[src/rtl/parity_sat_counter.sv]
// rtl/parity_sat_counter.sv - saturating event counter with clear priority
//
// Ports:
//   clk    in   clock, rising edge
//   rst_n  in   asynchronous active-low reset
//   inc    in   count one event this cycle
//   clr    in   synchronous clear; wins over inc
//   count  out  CNT_W current count, sticks at all-ones
module parity_sat_counter #(
    parameter int CNT_W = 16
) (
    input  logic             clk,
    input  logic             rst_n,
    input  logic             inc,
    input  logic             clr,
    output logic [CNT_W-1:0] count
);

    always_ff @(posedge clk or negedge rst_n) begin
        if (!rst_n) begin
            count <= '0;
        end else if (clr) begin
            count <= '0;
        end else if (inc && (count != '1)) begin
            count <= count + CNT_W'(1);
        end
    end

endmodule

[config.mk]
export PLATFORM = sky130hd
export DESIGN_NAME = parity_sat_counter
export DESIGN_NICKNAME = d
export VERILOG_FILES = /design/src/rtl/parity_sat_counter.sv
export SDC_FILE = /design/constraint.sdc
export NUM_CORES = 1
export LEC_CHECK = 0
export CAP_MARGIN = 10
export CORE_ASPECT_RATIO = 0.8
export CORE_MARGIN = 10
export CORE_UTILIZATION = 53
export CTS_CLUSTER_SIZE = 12
export DETAILED_ROUTE_END_ITERATION = 10
export GPL_ROUTABILITY_DRIVEN = 0
export PLACE_DENSITY_LB_ADDON = 0.05
export SLEW_MARGIN = 5
export SYNTH_ARGS = -nofsm -noshare
export SYNTH_HDL_FRONTEND = slang
export SYNTH_SLANG_ARGS = --single-unit
[constraint.sdc]
create_clock -name clk -period 3.6 [get_ports clk]
set_clock_uncertainty 0.1 [all_clocks]
set_input_delay 1.08 -clock clk [delete_from_list [all_inputs] [get_ports clk]]
set_output_delay 1.08 -clock clk [all_outputs]
set_load 0.01 [all_outputs]
==> metrics.csv <==
metric;value;unit
status;finished, final reports clean;
via count;888;
Buf/Inv on CP;2;
Num CTS Buffers;3;
Clock Tree Root;clkbuf_4;
Placed Instances;134;
final WL;2330;um
largest net degree at the start of global routing;23;
post-CTS setup buffers;0;
Final min period;2.66;ns
diode count;0;
clock-pin slew on the worst setup and hold paths;0.09;ns
Avg WL per Cell;16.9;um
Residual DRC;0;
DRT iter0 DRCs;38;
combinational share of power;7.1;%
Synth cell types;28;
# rows;13;
Final setup viols;0;
Setup TNS Final;0;ns
Sequential Power Share;56.5;%
Die Area;3870;um2
IO Pins;20;
layout cell share with drive strength beyond 1;11.2;%
antenna violations before repair;0;
crit path max fanout;22;
Max-slew headroom;41.6;%
Syn-to-layout area delta;24.2;%
syn avg cell area;9.61;um2
Hold Fails Final Rpt;0;
critical path cell sequence;clkdlybuf4s50_1, inv_1, or4_2, a21oi_1;
Post-Syn Area;942;um2
highest ir drop seen on vdd;0.000295;V
Sw Share;22.6;%
PortBufs;19;
Pleak;0.000459;uW
total grt overflow;0;
CTS resizes;0;
part of the cycle the worst path needs;73.9;%
Util after Layout;70.5;%
Syn Nets;103;
H-Tree Depth;1;
Via density;6.43;
Slew Limit Fails;0;
Max stage delay on crit path;0.72;ns
max FFs per register;16;
Fill cells;143;
CTS tree;yes;
Clock Sinks;16;
CP top delay family;buffers and inverters;
Die Wd;67.1;um
Net Sw Power;73.6;uW
slowest stage cell, crit path;or4_2;
first-pass GRT wire length;3950;um
Power Density;278;nW/um2
Hold-fix buffers, CTS;0;
Core Footprint;1660;um2
Clk pwr share;36.4;%
Final ANT Viol Nets;0;
RSZ-0062 raised after global routing;no;
Startpoint Class;primary input;
worst skew pair latency;0.29;ns
final cell count without fillers;138;
FF/Latch Area;400;um2
Hold WC Path Type;flop to flop;
Worst Path Required;3.71;ns
Yosys reg bits;16;
Yosys warning total;0;
internal power;251;uW
area taken by multi-input logic gates;504;um2
Critical Path Sink Type;flop;
vias in the first global route;869;
Clock Path Buffers;2;
Regs by FF count;count: 16 flops;
post-synthesis sequential area ratio;42.5;%
final HPWL from detailed placement;1660;um
Data arrival, critical path;2.77;ns
Max-cap violations;0;
first-pass iteration count of the detailed router;4;
Least-Margin Pin Slew;0.869;ns
final layout net count;122;
Top reg by flops;count;
crit path kind;primary input to flop;
GR Util All Layers;12.8;%
initial core utilization;56.8;%
die span in y;57.7;um
Gate Count Post-Synth;98;
f_max;0.376;GHz
-- worst paths after layout --
| kind | startpoint | to | slack [ns] | cells after the start |
|---|---|---|---|---|
| min | count[14] | count[14] | 0.51 | 2 |
| max in group asynchronous | rst_n | count[2] | 1.80 | 1 |
| min in group asynchronous | rst_n | count[9] | 1.12 | 1 |
| max | inc | count[3] | 0.94 | 4 |
| min reg2reg | count[14] | count[14] | 0.51 | 2 |
| max reg2reg | count[0] | count[15] | 1.17 | 5 |
-- layout make-up --
cell class              count  share of cell area (%)
multi-input cells          74                    43.1
clock buffers               4                    3.10
flip-flops and latches     16                    34.2
well taps                  22                    2.35
repair buffers             19                    16.3
inverters                   3                   0.963
-- cells in the mapped netlist, drive strengths merged --
master  instances  share of area (%)
or4             7                5.8
buf             1                1.2
nor2b           4                2.7
nand4           7                5.3
dfrtp          16                 42
nor3            1               0.53
or3             3                2.1
nor4            5                4.9
nand3           3                1.6
ha              1                1.3
and3            2                1.3
nor2            4                1.6
a21oi          11                5.8
inv             3                1.2
nand2           6                2.4
o31ai           7                5.6
and4            2                2.1
nand3b          1               0.80
a211oi          1                1.3
clkbuf          4                1.6
o21ai           4                2.1
mux2            4                4.8
o211ai          1                1.3
-- cell usage in the layout (no fill, tap or decap), types with 3 or more instances in the layout --
cell / n
or4_1: 5
clkdlybuf4s50_1: 19
nand2_1: 6
dfrtp_1: 16
nor4_1: 4
nand3_1: 3
o31ai_1: 7
mux2_1: 4
a21oi_1: 11
nand4_1: 6
inv_1: 3
clkbuf_4: 3
nor2_1: 4
o21ai_1: 3
nor2b_1: 4
-- tightest hold or removal path: stages (launching register included) --
cell and delay (ns):
dfrtp_1 0.43, o31ai_1 0.08, a21oi_1 0.06
-- power groups by stage --
stage / Clock [uW] / Combinational (uW) / Sequential, uW
3_3_place_gp: 0 / 22.9 / 187
4_1_cts: 122 / 23.7 / 184
5_1_grt: 128 / 26.0 / 184
2_1_floorplan: 0 / 10.1 / 187
6_report: 118 / 23.2 / 184
3_5_place_dp: 0 / 23.7 / 187
-- routing by layer --
| metal | routed length (um) | GRT usage [%] | vias up | part of all wire, % |
|---|---|---|---|---|
| li1 | - | - | 424 | - |
| met1 | 952 | 15.1 | 428 | 41 |
| met2 | 1170 | 20.7 | 32 | 50 |
| met3 | 189 | 4.99 | 4 | 8.1 |
| met4 | 24 | 4.09 | 0 | 1.0 |
| met5 | 0 | 0 | - | 0 |
-- stage by stage --
| step | hold slack, ns | cell area, um2 | power, uW | setup slack (ns) |
|---|---|---|---|---|
| CTS | 0.513 | 1170 | 329 | 0.961 |
| finish | 0.514 | 1170 | 325 | 0.940 |
| global placement | 0.478 | 1130 | 210 | 0.729 |
| global route | 0.545 | 1170 | 338 | 0.868 |
| detailed placement | 0.498 | 1130 | 211 | 0.649 |
| floorplan | 0.494 | 942 | 198 | 1.37 |
-- cells by family (layout without fill, tap and decap cells) --
kind of cell | Yosys count | after routing | synth area share (%)
simple gates | 45 | 45 | 31.2
flops | 16 | 16 | 42.5
compound gates | 24 | 24 | 16.2
fa+ha+maj | 1 | 1 | 1.33
buf+inv | 8 | 26 | 3.98
mux | 4 | 4 | 4.78
Power figures use the tool's default switching activity.
